**src/rtl/sti_ser_fifo_if.sv**
```systemverilog
// Parallel-word load handshake and serial output bundle for sti_ser_fifo.
// The master side drives words in; the slave side is the serializer.
interface sti_ser_fifo_if #(
    parameter int DATA_W = 16,
    parameter int DEPTH  = 4
);
    logic                    load;
    logic [DATA_W-1:0]       pi_data;
    logic [1:0]              pi_length;
    logic                    pi_fill;
    logic                    pi_msb;
    logic                    pi_low;
    logic                    pi_end;
    logic                    pi_ready;
    logic                    so_data;
    logic                    so_valid;
    logic                    so_done;
    logic [$clog2(DEPTH):0]  fifo_cnt;

    modport master (
        output load, pi_data, pi_length, pi_fill, pi_msb, pi_low, pi_end,
        input  pi_ready, so_data, so_valid, so_done, fifo_cnt
    );

    modport slave (
        input  load, pi_data, pi_length, pi_fill, pi_msb, pi_low, pi_end,
        output pi_ready, so_data, so_valid, so_done, fifo_cnt
    );
endinterface

```
**src/rtl/sti_ser_fifo.sv**
```systemverilog
// FIFO-fed STI serializer: expands queued words into zero-padded frames of four
// lengths and shifts them out one bit per clock with no gap between frames.
module sti_ser_fifo #(
    parameter int DATA_W = 16,
    parameter int FILL_W = 8,
    parameter int DEPTH  = 4
) (
    input  logic          clk,
    input  logic          reset,
    sti_ser_fifo_if.slave bus
);
    localparam int PTR_W   = $clog2(DEPTH);
    localparam int CNT_W   = PTR_W + 1;
    localparam int FRAME_W = DATA_W + 2 * FILL_W;
    localparam int LEN_W   = $clog2(FRAME_W + 1);

    typedef enum logic [1:0] {IDLE, SEND, DONE} state_t;

    typedef struct packed {
        logic [DATA_W-1:0] data;
        logic [1:0]        length;
        logic              fill;
        logic              msb;
        logic              low;
        logic              last;
    } entry_t;

    entry_t             r_mem [DEPTH];
    logic [PTR_W-1:0]   r_wr_ptr;
    logic [PTR_W-1:0]   r_rd_ptr;
    logic [CNT_W-1:0]   r_cnt;
    state_t             r_state;
    state_t             w_state_next;
    logic [FRAME_W-1:0] r_shift;
    logic [LEN_W-1:0]   r_bit_cnt;
    logic               r_msb;
    logic               r_end;

    logic               w_ready;
    logic               w_push;
    logic               w_pop;
    logic               w_flush;
    entry_t             w_entry;
    entry_t             w_head;
    logic [FRAME_W-1:0] w_frame;
    logic [LEN_W-1:0]   w_len;

    // A full FIFO refuses a push even when a pop happens on the same edge.
    assign w_ready = (r_cnt < CNT_W'(DEPTH)) && (r_state != DONE);
    assign w_push  = bus.load && w_ready;
    assign w_head  = r_mem[r_rd_ptr];
    assign w_entry = '{data: bus.pi_data, length: bus.pi_length, fill: bus.pi_fill,
                       msb: bus.pi_msb, low: bus.pi_low, last: bus.pi_end};

    // NOTE: storage is deliberately not reset; r_cnt alone says which slots hold live words.
    always_ff @(posedge clk) begin
        if (w_push) r_mem[r_wr_ptr] <= w_entry;
    end

    always_ff @(posedge clk or negedge reset) begin
        if (!reset) begin
            r_wr_ptr <= '0;
            r_rd_ptr <= '0;
            r_cnt    <= '0;
        end else if (w_flush) begin
            r_wr_ptr <= '0;
            r_rd_ptr <= '0;
            r_cnt    <= '0;
        end else begin
            if (w_push) r_wr_ptr <= r_wr_ptr + PTR_W'(1);
            if (w_pop)  r_rd_ptr <= r_rd_ptr + PTR_W'(1);
            r_cnt <= r_cnt + CNT_W'(w_push) - CNT_W'(w_pop);
        end
    end

    // Frame is built right-justified, then left-justified when sent MSB-first.
    always_comb begin
        w_frame = '0;
        w_len   = LEN_W'(DATA_W);
        case (w_head.length)
            2'd0: begin
                w_frame = FRAME_W'(w_head.low ? w_head.data[DATA_W-1:DATA_W/2]
                                              : w_head.data[DATA_W/2-1:0]);
                w_len   = LEN_W'(DATA_W / 2);
            end
            2'd1: w_frame = FRAME_W'(w_head.data);
            2'd2: begin
                w_frame = w_head.fill ? FRAME_W'(w_head.data) << FILL_W : FRAME_W'(w_head.data);
                w_len   = LEN_W'(DATA_W + FILL_W);
            end
            default: begin
                w_frame = w_head.fill ? FRAME_W'(w_head.data) << (2 * FILL_W) : FRAME_W'(w_head.data);
                w_len   = LEN_W'(FRAME_W);
            end
        endcase
        if (w_head.msb) w_frame = w_frame << (LEN_W'(FRAME_W) - w_len);
    end

    always_ff @(posedge clk or negedge reset) begin
        if (!reset) r_state <= IDLE;
        else        r_state <= w_state_next;
    end

    // NOTE: every output of this block gets a default first so no latch is inferred.
    always_comb begin
        w_state_next = r_state;
        w_pop        = 1'b0;
        w_flush      = 1'b0;
        case (r_state)
            IDLE: begin
                if (r_cnt != '0) begin
                    w_pop        = 1'b1;
                    w_state_next = SEND;
                end
            end
            SEND: begin
                if (r_bit_cnt == LEN_W'(1)) begin
                    if (r_end) begin
                        w_state_next = DONE;
                        w_flush      = 1'b1;
                    end else if (r_cnt != '0) begin
                        w_pop        = 1'b1;
                    end else begin
                        w_state_next = IDLE;
                    end
                end
            end
            default: ;
        endcase
    end

    always_ff @(posedge clk or negedge reset) begin
        if (!reset) begin
            r_shift   <= '0;
            r_bit_cnt <= '0;
            r_msb     <= 1'b0;
            r_end     <= 1'b0;
        end else if (w_pop) begin
            r_shift   <= w_frame;
            r_bit_cnt <= w_len;
            r_msb     <= w_head.msb;
            r_end     <= w_head.last;
        end else if (r_state == SEND) begin
            r_shift   <= r_msb ? r_shift << 1 : r_shift >> 1;
            r_bit_cnt <= r_bit_cnt - LEN_W'(1);
        end
    end

    assign bus.pi_ready = w_ready;
    assign bus.so_valid = (r_state == SEND);
    assign bus.so_data  = (r_state == SEND) && (r_msb ? r_shift[FRAME_W-1] : r_shift[0]);
    assign bus.so_done  = (r_state == DONE);
    assign bus.fifo_cnt = r_cnt;
endmodule

```
**src/flat_wrapper.sv**
```systemverilog
// flat-port wrapper written by rule: the top's interface ports become plain ports
module sti_ser_fifo_flat 
#(
    parameter int DATA_W = 16,
    parameter int FILL_W = 8,
    parameter int DEPTH  = 4
)
  (clk, reset, bus_load, bus_pi_data, bus_pi_length, bus_pi_fill, bus_pi_msb, bus_pi_low, bus_pi_end, bus_pi_ready, bus_so_data, bus_so_valid, bus_so_done, bus_fifo_cnt);
  sti_ser_fifo_if #(.DATA_W(DATA_W), .DEPTH(DEPTH)) bus_i ();
  input  logic clk;
  input  logic reset;
  input wire logic [$bits(bus_i.load)-1:0] bus_load;
  input wire logic [$bits(bus_i.pi_data)-1:0] bus_pi_data;
  input wire logic [$bits(bus_i.pi_length)-1:0] bus_pi_length;
  input wire logic [$bits(bus_i.pi_fill)-1:0] bus_pi_fill;
  input wire logic [$bits(bus_i.pi_msb)-1:0] bus_pi_msb;
  input wire logic [$bits(bus_i.pi_low)-1:0] bus_pi_low;
  input wire logic [$bits(bus_i.pi_end)-1:0] bus_pi_end;
  output wire logic [$bits(bus_i.pi_ready)-1:0] bus_pi_ready;
  output wire logic [$bits(bus_i.so_data)-1:0] bus_so_data;
  output wire logic [$bits(bus_i.so_valid)-1:0] bus_so_valid;
  output wire logic [$bits(bus_i.so_done)-1:0] bus_so_done;
  output wire logic [$bits(bus_i.fifo_cnt)-1:0] bus_fifo_cnt;
  assign bus_i.load = bus_load;
  assign bus_i.pi_data = bus_pi_data;
  assign bus_i.pi_length = bus_pi_length;
  assign bus_i.pi_fill = bus_pi_fill;
  assign bus_i.pi_msb = bus_pi_msb;
  assign bus_i.pi_low = bus_pi_low;
  assign bus_i.pi_end = bus_pi_end;
  assign bus_pi_ready = bus_i.pi_ready;
  assign bus_so_data = bus_i.so_data;
  assign bus_so_valid = bus_i.so_valid;
  assign bus_so_done = bus_i.so_done;
  assign bus_fifo_cnt = bus_i.fifo_cnt;
  sti_ser_fifo #(.DATA_W(DATA_W), .FILL_W(FILL_W), .DEPTH(DEPTH)) u_core (.clk(clk), .reset(reset), .bus(bus_i));
endmodule
```
**config.mk**
```make
export PLATFORM = sky130hd
export DESIGN_NAME = sti_ser_fifo_flat
export DESIGN_NICKNAME = d
export VERILOG_FILES = /design/src/rtl/sti_ser_fifo_if.sv /design/src/rtl/sti_ser_fifo.sv /design/src/flat_wrapper.sv
export SDC_FILE = /design/constraint.sdc
export NUM_CORES = 1
export LEC_CHECK = 0
export ABC_AREA = 1
export CORE_MARGIN = 1.5
export CORE_UTILIZATION = 51
export CTS_BUF_LIST = sky130_fd_sc_hd__clkbuf_2
export CTS_CLUSTER_DIAMETER = 200
export DETAILED_ROUTE_END_ITERATION = 8
export PLACE_DENSITY = 0.78
export SYNTH_ARGS = -nofsm -noshare
export SYNTH_HDL_FRONTEND = slang
export SYNTH_SLANG_ARGS = --single-unit
```
**constraint.sdc**
```tcl
create_clock -name clk -period 3.5 [get_ports clk]
set_clock_uncertainty 0.1 [all_clocks]
set_input_delay 0.35 -clock clk [delete_from_list [all_inputs] [get_ports clk]]
set_output_delay 0.35 -clock clk [all_outputs]
set_load 0.02 [all_outputs]
```
==> PnR_summary.wiki, run 1 <==
{| class="wikitable"
! Metric !! Value
|-
| Placer's final routability congestion estimate || 0.903
|-
| Required time of the critical path || approximately 4.1 ns
|-
| Peak supply drop || 0.502 mV
|-
| Site Rows || 43
|-
| Clock network power share || 0.122
|-
| Share of flip-flops with an asynchronous set or reset after synthesis || 0.358
|-
| Share of cell area taken by muxes after synthesis || 0
|-
| XOR/XNOR Fraction of Synth Area || 0.00727
|-
| Leakage power || ~0.0034 µW
|-
| Crit-path slowest cell || sky130_fd_sc_hd__dfrtp_2
|-
| Area Overhead vs Synth || 10.9%
|-
| Top cells by area, synth || sky130_fd_sc_hd__edfxtp_1 37%, sky130_fd_sc_hd__dfrtp_1 17%, sky130_fd_sc_hd__nand2_1 15%
|-
| Clock sinks || 137
|-
| Post-layout net count || 924
|-
| Cell depth of the worst hold path || 1
|-
| Met3 Track Usage GR || 0.0566
|-
| Dominant combinational cell family by area after synthesis || simple AND/OR/NAND/NOR gates
|-
| Fraction of power consumed by combinational cells || 0.584
|-
| Share of the synthesized area in the top cell type || 0.365
|-
| Minimum clock period || 3.14 ns
|-
| Most frequently used flop master after synthesis || sky130_fd_sc_hd__edfxtp_1
|-
| Simple-gate share of the synthesized area || 0.253
|-
| Arrival time at the worst endpoint || 3.72 ns
|-
| Top cell family by delay on the critical path || buffers and inverters
|-
| Cell area after synthesis || approximately 0.0072 mm²
|-
| Via density || 5.47
|-
| Classification of the worst setup path || reg -> reg
|-
| Unrepaired setup endpoints after global routing || false
|-
| Worst min path class || in -> reg
|-
| Layout filler cell count || 1277
|-
| Number of antenna violations at the first check in global routing || 0
|-
| Cell-by-cell trace of the critical path || inv_4 > nand2_1 > a32oi_1 > inv_1 > ha_1 > inv_1 > nor2_4 > nor2_8 > buf_4 > inv_4 > nand2_4 > nand2_4 > nor2_8 > inv_2 > a21oi_1 > nand2_1 > a21oi_1
|-
| Cell taking the most area after synthesis || sky130_fd_sc_hd__edfxtp_1
|-
| Hold violation count in the final report || 0
|-
| Complex-gate fraction of the synthesized area || 0.119
|-
| Maximum number of pins on one net before global-route repair || 42
|-
| Layer carrying the most global-route usage || met2
|-
| # DRC || 0
|-
| Area of the die || approximately 0.015 mm²
|-
| Root Buffer Master || sky130_fd_sc_hd__clkbuf_2
|-
| Post-synthesis sequential area ratio || 0.535
|-
| Post-layout util || 0.578
|-
| Initial detailed-routing violation count || 638
|-
| Delay contributed by the slowest stage of the critical path || 0.57 ns
|-
| Remaining global-route overflow || 0
|-
| Setup WS pre-CTS || 0.110 ns
|-
| Clock buffer depth || 2
|-
| Tcrit/Tclk final || 0.898
|-
| Max H-tree Level || 4
|-
| Post-detail-place hpwl || 11000 µm
|-
| Sum of negative setup slack || 0 ns
|-
| Category of the worst setup path launch point || flop
|-
| Net count after synthesis || 889
|-
| Register bit count reported by yosys || between 100 and 150
|-
| DRT antenna net count || 0
|-
| GRT met2 Usage || 0.381
|-
| Share of layout cells above drive strength 1 || 0.0989
|-
| Max-slew violation count || 0
|-
| Final setup margin || roughly 0.36 ns
|-
| Synthesized area divided by synthesized cell count || between 8 and 9 µm²
|-
| Count of inserted antenna diode cells || 0
|-
| Sequential Power Share || 0.294
|-
| Inserted Clock Buffers || 17
|-
| Switching power of the nets || 4110 µW
|-
| Post-DR wirelength/cell || ~15 µm
|-
| Detailed-routing iteration count for the pre-antenna-repair pass || 5
|-
| Width of the chip || 122 µm
|-
| Number of placed instances with taps included || 1045
|-
| Synth warn || 0
|-
| Met1 global-route usage || 0.335
|-
| Height of the chip || around 120 µm
|-
| Count of cells along the worst register-to-register path || 17
|-
| Upper clock frequency limit || approximately 320 MHz
|-
| Total routed wirelength || 16700 µm
|-
| Effective utilization at floorplan || 0.521
|-
| Final number of setup-violating endpoints || 0
|-
| Outcome || complete, no violations
|-
| Vias in the first global route || 5469
|-
| Count of distinct cell types in the synthesized netlist || 43
|-
| Number of enable flip-flop cells after synthesis || 88
|-
| R2R setup slack || 0.36 ns
|-
| Stages on worst setup path || 17
|-
| Switching part of the total || 0.507
|-
| Skew-Pair Late Insertion Delay || 0.76 ns
|-
| Max_cap viols || 0
|-
| Headroom to the max-slew limit || 0.292
|-
| Total power density per cell area || 1010 mW/mm²
|-
| Number of input and output port buffers inserted || 31
|-
| CTS tree || built
|-
| Wire length of the first global-routing pass || 27800 µm
|-
| Placeable core region || 0.0139 mm²
|-
| Critical Path Sink Type || flop
|-
| Arithmetic-cell share of the synthesized area counting full adders, half adders and majority gates || 0.0218
|-
| Boundary Pins || 32
|-
| Combined buffer and inverter count along the critical path || 6
|-
| GR Util All Layers || 0.244
|-
| Critical-path maximum fanout || 19
|-
| Final standard cell count with taps included and fillers excluded || between 1k and 1.5k
|-
| Internal Power || around 4000 µW
|-
| Clock transition at the registers of the reported paths || 0.21 ns
|-
| Transition time at the pin with the least slew margin || roughly 1.1 ns
|-
| Total via count in the routed design || around 6k
|-
| Gate count of the mapped netlist || 852
|}
## layout by cell type, fill, tap and decap left out, drive strengths merged, types with 5 or more instances in the layout
cell / n
nand2: 297
edfxtp: 88
nor2: 73
inv: 67
nand3: 61
a21oi: 59
o21ai: 54
dfrtp: 49
clkdlybuf4s50: 30
buf: 22
clkbuf: 20
a31oi: 14
ha: 11
o211ai: 8
clkinv: 7
o22ai: 5
## cell families after synthesis
| group | after synthesis |
|---|---|
| flip-flops | 137 |
| buffers and inverters | 107 |
| XOR/XNOR | 6 |
| AND/OR/NAND/NOR | 439 |
| adder cells (fa/ha/maj) | 12 |
| AO/OA/AOI/OAI | 151 |
## cell usage after synthesis, drive strengths merged (5+ instances only)
cell,n
a31oi,14
o22ai,5
inv,66
clkbuf,15
o211ai,8
a21oi,59
o21ai,54
nand3,61
edfxtp,88
ha,11
buf,24
dfrtp,49
nand2,297
nor2,73
## area by class of cell
cell class                      count  area [µm²]  share of cell area
Inverter                           68         264              0.0329
Multi-Input combinational cell    608        2920               0.364
Sequential cell                   137        3870               0.483
Tap cell                          180         225              0.0281
Clock inverter                     12         150              0.0187
Clock buffer                       20         100              0.0125
Timing Repair Buffer               55         493              0.0615
## final timing paths
path                                startpoint             endpoint
max                         u_core.r_rd_ptr[0]   u_core.r_shift[24]
min                            bus_pi_data[14]  u_core.r_mem[2][20]
max reg2reg                 u_core.r_rd_ptr[0]   u_core.r_shift[24]
min reg2reg                u_core.r_bit_cnt[1]  u_core.r_bit_cnt[1]
max in group asynchronous                reset   u_core.r_shift[30]
min in group asynchronous                reset   u_core.r_shift[22]
## repair_timing
action                     CTS  global route
hold buffers                 3             0
setup endpoints to repair    0            24
hold endpoints to repair    49             0
gates resized for setup      0             3
setup buffers                0             0
## state kept, by name (all words and copies together), names as in the netlist
signal	flops
u_core.r_mem	88
u_core.r_shift	32
u_core.r_bit_cnt	6
u_core.bus.fifo_cnt	3
u_core.r_rd_ptr	2
u_core.r_state	2
u_core.r_wr_ptr	2
u_core.r_end	1
u_core.r_msb	1
## metal layers
metal	wire length, µm	vias up
met5	0	-
met4	360	0
met3	1060	31
met2	7850	223
met1	7450	2747
li1	-	2909
## per-stage QoR
stage / hold WS, ns / total power, µW / cell area [µm²]
after floorplan: -0.0456 / 5820 / 7230
after global placement: 0.262 / 6970 / 7730
after detailed placement: 0.268 / 7040 / 7730
after CTS: 0.0453 / 8040 / 8010
after global routing: 0.0588 / 8810 / 8020
final: 0.106 / 8110 / 8020
## power groups by stage
stage,clock (µW),combinational (µW),sequential [µW]
after floorplan,0,3470,2360
after global placement,0,4570,2400
after detailed placement,0,4630,2410
after CTS,1020,4650,2370
after global routing,1090,5300,2430
final,993,4730,2380
(Power assumes the default switching activity.)
==> run 2, diff against run 1 <==
PLACE_DENSITY = 0.69   (was 0.78)
==> PnR_summary.wiki, run 2 (synthesis gave the netlist of run 1 again) <==
{| class="wikitable"
! Metric !! Value
|-
| Largest registers || u_core.r_mem (88), u_core.r_shift (32), u_core.r_bit_cnt (6)
|-
| Remaining global-route overflow || 0 (unchanged)
|-
| Critical-path maximum fanout || 19 (unchanged)
|-
| Setup WS pre-CTS || -0.0302 ns (-0.140 ns)
|-
| Boundary Pins || 32 (unchanged)
|-
| Hold violation count in the final report || 0 (unchanged)
|-
| Max-slew violation count || 0 (unchanged)
|-
| Post-detail-place hpwl || 12000 µm (+9.5%)
|-
| Upper clock frequency limit || 312 MHz (-1.9%)
|-
| Detailed-routing iteration count for the pre-antenna-repair pass || 6 (+1)
|-
| Combined buffer and inverter count along the critical path || 4 (-2)
|-
| Cell mode on critical path || sky130_fd_sc_hd__nand2_1
|-
| Tcrit/Tclk final || 0.915 (+0.0172)
|-
| Initial detailed-routing violation count || 472 (-26%)
|-
| # DRC || 0 (unchanged)
|-
| Height of the chip || 122 µm (unchanged)
|-
| Count of cells along the worst register-to-register path || 16 (-1)
|-
| Area taken by multi-input logic gates || 0.00293 mm² (+0.34%)
|-
| Placer's final routability congestion estimate || 0.894 (-0.96%)
|-
| DRT antenna net count || 0 (unchanged)
|-
| Post-DR wirelength/cell || 16.1 µm (+4.3%)
|-
| Cell-by-cell trace of the critical path || inv_4 > nand2_1 > a32oi_1 > ha_2 > inv_2 > nand2_2 > inv_2 > nor2_8 > nand2_1 > nand2_4 > inv_2 > nand2_1 > o21bai_1 > nand2_1 > nand2_1 > a21oi_1
|-
| Skew-Pair Late Insertion Delay || 0.72 ns (-0.04 ns)
|-
| Clock transition at the registers of the reported paths || 0.21 ns (about the same)
|-
| Share of layout cells above drive strength 1 || 0.0963 (-0.00258)
|-
| Category of the worst setup path launch point || flop
|-
| Via density || 5.42 (-1.0%)
|-
| Worst r2r dst || u_core.r_shift[25]
|-
| Post-CTS setup buffer count || 0 (unchanged)
|-
| Worst min path class || in -> reg
|-
| Top cell family by delay on the critical path || simple AND/OR/NAND/NOR gates
|-
| Delay contributed by the slowest stage of the critical path || 0.54 ns (-0.03 ns)
|-
| GR Util All Layers || 0.252 (+0.00882)
|-
| Number of flip-flops in the largest register || 88 (unchanged)
|-
| Commonest cells after routing, fill and taps aside || 291 x sky130_fd_sc_hd__nand2_1, 88 x sky130_fd_sc_hd__edfxtp_1, 64 x sky130_fd_sc_hd__nor2_1
|-
| Stages on worst setup path || 16 (-1)
|-
| Post-layout net count || 918 (-0.65%)
|-
| Max H-tree Level || 4 (unchanged)
|-
| Start of the worst register-to-register path || u_core.r_rd_ptr[0]
|-
| Combined flip-flop and latch cell area || 0.00387 mm² (about the same)
|-
| Critical Path Sink Type || flop
|-
| Area Overhead vs Synth || 10.2%
|-
| Final setup margin || 0.298 ns (-0.0603 ns)
|-
| Site Rows || 43 (unchanged)
|-
| Most common library cell in the layout ignoring fill and taps || sky130_fd_sc_hd__nand2_1
|-
| Root Buffer Master || sky130_fd_sc_hd__clkbuf_2
|-
| Max_cap viols || 0 (unchanged)
|-
| Number of antenna violations at the first check in global routing || 1 (+1)
|-
| Area of the die || 0.0149 mm² (unchanged)
|-
| Leakage power || 0.00340 µW (-0.90%)
|-
| CTS tree || built
|-
| Placeable core region || 0.0139 mm² (unchanged)
|-
| Cell depth of the worst hold path || 1 (unchanged)
|-
| Minimum clock period || 3.20 ns (+0.0603 ns)
|-
| R2R setup slack || 0.30 ns (-0.06 ns)
|-
| Number of input and output port buffers inserted || 31 (unchanged)
|-
| Vias in the first global route || 5600 (+2.4%)
|-
| Clock sinks || 137 (unchanged)
|-
| Arrival time at the worst endpoint || 3.73 ns (about the same)
|-
| Critical path launch point || u_core.r_rd_ptr[0]
|-
| Classification of the worst setup path || reg -> reg
|-
| Unrepaired setup endpoints after global routing || false
|-
| Width of the chip || 122 µm (unchanged)
|-
| Clock buffer depth || 2 (unchanged)
|-
| Maximum number of pins on one net before global-route repair || 50 (+19%)
|-
| Outcome || complete, no violations
|-
| Peak supply drop || 0.541 mV (+7.7%)
|-
| Layout filler cell count || 1258 (-1.5%)
|-
| Final number of setup-violating endpoints || 0 (unchanged)
|-
| Total via count in the routed design || 5817 (-1.6%)
|-
| Inserted Clock Buffers || 17 (unchanged)
|-
| Crit-path slowest cell || sky130_fd_sc_hd__dfrtp_1
|-
| Effective utilization at floorplan || 0.521 (unchanged)
|-
| Worst setup path endpoint || u_core.r_shift[25]
|-
| Total routed wirelength || 17300 µm (+3.7%)
|-
| Dpl cell area || 0.00770 mm² (-0.39%)
|-
| Final instance area || 0.00797 mm² (-0.64%)
|-
| Total power density per cell area || 1010 mW/mm² (+0.40%)
|-
| Headroom to the max-slew limit || 0.249 (-0.0429)
|-
| Register ranked first by flip-flop count || u_core.r_mem
|-
| Required time of the critical path || 4.02 ns (-0.05 ns)
|-
| Wire length of the first global-routing pass || 28700 µm (+3.1%)
|-
| Transition time at the pin with the least slew margin || 1.13 ns (+0.0679 ns)
|}
[run 2: cell types whose count changed in the layout (fill, tap and decap cells not counted), moves of 2 or more]
cell                            before  now
sky130_fd_sc_hd__buf_4              21   17
sky130_fd_sc_hd__inv_6               1    5
sky130_fd_sc_hd__clkinv_2            3    1
sky130_fd_sc_hd__dlygate4sd3_1       3    1
[run 2: repair_timing]
action / CTS / global route
setup endpoints to repair: 4 / 23
pin swaps: 0 / 0
resized for setup: 1 / 4
hold endpoints to repair: 49 / 0
hold buffers: 1 / 0
[run 2: worst min path at each step]
stage,from,endpoint,slack [ns]
6_report,bus_pi_data[2],u_core.r_mem[0][8],0.13
3_3_place_gp,u_core.r_bit_cnt[1],u_core.r_bit_cnt[1],0.37
3_5_place_dp,u_core.r_shift[5],u_core.r_shift[5],0.38
4_1_cts,bus_pi_data[9],u_core.r_mem[2][15],0.06
5_1_grt,bus_pi_msb,u_core.r_mem[2][2],0.05
2_1_floorplan,reset,u_core.bus.fifo_cnt[0],-0.05
[run 2: routing by layer]
metal | GRT usage | routed length [µm] | share of wire | up-vias
met4 | 0.0908 | 490 | 0.028 | 0
li1 | - | - | - | 2888
met1 | 0.341 | 7800 | 0.45 | 2726
met5 | 0 | 0 | 0 | -
met2 | 0.399 | 8120 | 0.47 | 171
met3 | 0.0609 | 937 | 0.054 | 32
[run 2: report_power, final]
group          switching (µW)  internal [µW]  total (µW)
Sequential                274           2120        2390
Combinational            3300           1440        4740
Clock                     615            344         959
Total                    4190           3900        8090
[run 2: through the flow]
stage               hold slack [ns]  setup TNS, ns   util  power (µW)  cells
finish                        0.131              0  0.574        8090   1074
global route                 0.0469              0  0.574        8810   1074
CTS                          0.0563              0  0.573        8080   1073
detailed placement            0.376        -0.0431  0.555        7100   1041
global placement              0.366              0  0.555        7010   1041
floorplan                   -0.0456              0      -        5820    852
[run 2: cell type report]
cell class,count,area share
flip-flops and latches,137,0.486
multi-input cells,608,0.367
repair buffers,49,0.0556
inverters,68,0.0331
well taps,180,0.0283
clock inverters,12,0.0179
clock buffers,19,0.0119
diodes,1,0.000314
==> run 3, diff against run 2 <==
RECOVER_POWER = 100   (was default)
==> PnR_summary.wiki, run 3 (synthesis gave the netlist of run 1 again) <==
{| class="wikitable"
! Metric !! Value
|-
| Initial detailed-routing violation count || 466 (-1.3%)
|-
| Top cell family by delay on the critical path || simple AND/OR/NAND/NOR gates
|-
| Final instance area || 0.00793 mm² (-0.47%)
|-
| CTS tree || built
|-
| # DRC || 0 (unchanged)
|-
| Remaining global-route overflow || 0 (unchanged)
|-
| Boundary Pins || 32 (unchanged)
|-
| Via density || 5.42 (about the same)
|-
| DRT antenna net count || 0 (unchanged)
|-
| Critical Path Sink Type || flop
|-
| Outcome || complete, but fails checks
|-
| Most common library cell in the layout ignoring fill and taps || sky130_fd_sc_hd__nand2_1
|-
| Transition time at the pin with the least slew margin || 2.71 ns (+1.59 ns)
|-
| Max_cap viols || 1 (+1)
|-
| Clock buffer depth || 2 (unchanged)
|-
| Effective utilization at floorplan || 0.521 (unchanged)
|-
| Minimum clock period || 3.21 ns (+0.00897 ns)
|-
| Tcrit/Tclk final || 0.917 (+0.00256)
|-
| Final number of setup-violating endpoints || 0 (unchanged)
|-
| Skew-Pair Late Insertion Delay || 0.74 ns (+0.02 ns)
|-
| Total via count in the routed design || 5822 (+0.086%)
|-
| Post-DR wirelength/cell || 16.2 µm (+0.18%)
|-
| Hold violation count in the final report || 0 (unchanged)
|-
| Placer's final routability congestion estimate || 0.894 (unchanged)
|-
| Clock sinks || 137 (unchanged)
|-
| Register ranked first by flip-flop count || u_core.r_mem
|-
| Combined buffer and inverter count along the critical path || 3 (-1)
|-
| Cell mode on critical path || sky130_fd_sc_hd__nand2_1
|-
| Dpl cell area || 0.00770 mm² (unchanged)
|-
| Max-slew violation count || 50 (+50)
|-
| Critical path launch point || u_core.r_rd_ptr[0]
|-
| Number of input and output port buffers inserted || 31 (unchanged)
|-
| Max H-tree Level || 4 (unchanged)
|-
| Largest registers || u_core.r_mem (88), u_core.r_shift (32), u_core.r_bit_cnt (6)
|-
| Maximum number of pins on one net before global-route repair || 50 (unchanged)
|-
| Crit-path slowest cell || sky130_fd_sc_hd__dfrtp_1
|-
| Root Buffer Master || sky130_fd_sc_hd__clkbuf_2
|-
| Number of flip-flops in the largest register || 88 (unchanged)
|-
| Critical-path maximum fanout || 19 (unchanged)
|-
| Detailed-routing iteration count for the pre-antenna-repair pass || 5 (-1)
|-
| Hold_sp || bus_pi_data[8]
|-
| Total routed wirelength || 17400 µm (+0.18%)
|-
| Headroom to the max-slew limit || -0.809 (-1.06)
|-
| Height of the chip || 122 µm (unchanged)
|-
| Clock transition at the registers of the reported paths || 0.24 ns (+0.03 ns)
|-
| Upper clock frequency limit || 311 MHz (-0.28%)
|-
| Post-detail-place hpwl || 12000 µm (unchanged)
|-
| Area of the die || 0.0149 mm² (unchanged)
|-
| Area Overhead vs Synth || 9.65%
|-
| Worst min path class || in -> reg
|-
| Post-layout net count || 918 (unchanged)
|-
| Commonest cells after routing, fill and taps aside || 291 x sky130_fd_sc_hd__nand2_1, 88 x sky130_fd_sc_hd__edfxtp_1, 64 x sky130_fd_sc_hd__nor2_1
|-
| Site Rows || 43 (unchanged)
|-
| Violations in the final reports || capacitance limit, slew limit
|-
| Share of layout cells above drive strength 1 || 0.0873 (-0.00896)
|-
| Inserted Clock Buffers || 17 (unchanged)
|-
| GR Util All Layers || 0.252 (unchanged)
|-
| Wire length of the first global-routing pass || 28700 µm (unchanged)
|-
| Width of the chip || 122 µm (unchanged)
|-
| Leakage power || 0.00340 µW (-0.16%)
|-
| Delay contributed by the slowest stage of the critical path || 0.54 ns (about the same)
|-
| Classification of the worst setup path || reg -> reg
|-
| Arrival time at the worst endpoint || 3.78 ns (+0.05 ns)
|-
| Vias in the first global route || 5600 (unchanged)
|-
| Unrepaired setup endpoints after global routing || false
|-
| Start of the worst register-to-register path || u_core.r_rd_ptr[0]
|-
| Total power draw || 8030 µW (-0.70%)
|-
| Cell-by-cell trace of the critical path || inv_4 > nand2_1 > a32oi_1 > ha_2 > inv_2 > nand2_2 > inv_2 > nor2_8 > nand2_1 > nand2_4 > nand2_1 > o21ai_0 > nand2_1 > nand2_1
|-
| Placeable core region || 0.0139 mm² (unchanged)
|-
| Number of antenna violations at the first check in global routing || 1 (unchanged)
|-
| Required time of the critical path || 4.07 ns (+0.05 ns)
|-
| Total power density per cell area || 1010 mW/mm² (-0.23%)
|-
| Peak supply drop || 0.541 mV (about the same)
|-
| Category of the worst setup path launch point || flop
|}
-- run 3: cell types whose count changed in the layout (fill, tap and decap cells not counted), sizes merged --
cell | previous run | this run
buf | 18 | 12
clkbuf | 19 | 25
clkdlybuf4s50 | 30 | 1
dlygate4sd3 | 1 | 30
-- run 3: stage by stage --
step / util / setup slack [ns] / hold slack (ns) / instances / setup TNS, ns
final: 0.571 / 0.289 / 0.211 / 1074 / 0
after floorplan: - / 0.779 / -0.0456 / 852 / 0
after detailed placement: 0.555 / -0.0302 / 0.376 / 1041 / -0.0431
after global routing: 0.571 / 0.0476 / 0.133 / 1074 / 0
after global placement: 0.555 / 0.0793 / 0.366 / 1041 / 0
after CTS: 0.573 / 0.0578 / 0.0563 / 1073 / 0
-- run 3: area by class of cell --
| type | instances | area, µm² |
|---|---|---|
| Fill cell | 1264 | 5950 |
| Clock buffer | 19 | 95.1 |
| Sequential cell | 137 | 3870 |
| Tap cell | 180 | 225 |
| Inverter | 68 | 262 |
| Multi-Input combinational cell | 608 | 2910 |
| Timing Repair Buffer | 49 | 424 |
| Antenna cell | 1 | 2.50 |
| Clock inverter | 12 | 143 |
-- run 3: metal layers --
metal  global-route usage  share of wire  up-vias
met1                0.341           0.46     2753
met5                    0              0        -
met4               0.0908          0.027        0
li1                     -              -     2894
met3               0.0609          0.045       30
met2                0.399           0.47      145
-- run 3: what timing repair did --
item / in CTS / in global routing
endpoints found under the hold margin: 49 / 0
setup buffers: 0 / 0
resized for setup: 1 / 4
hold buffers: 1 / 0
setup endpoints to repair: 4 / 23
-- run 3: path summary, 6_finish.rpt --
path                                       endpoint  slack, ns  depth (start not counted)
worst min register to register    u_core.r_shift[5]       0.41                          2
worst min-delay path            u_core.r_mem[3][14]       0.21                          1
max in group asynchronous       u_core.r_bit_cnt[3]       0.86                          2
worst max register to register    u_core.r_shift[9]       0.29                         14
min in group asynchronous         u_core.r_shift[1]       0.88                          2
worst max-delay path              u_core.r_shift[9]       0.29                         14
-- run 3: power breakdown --
group	switching [µW]	internal [µW]
Sequential	275	2120
Combinational	3270	1400
Clock	619	344
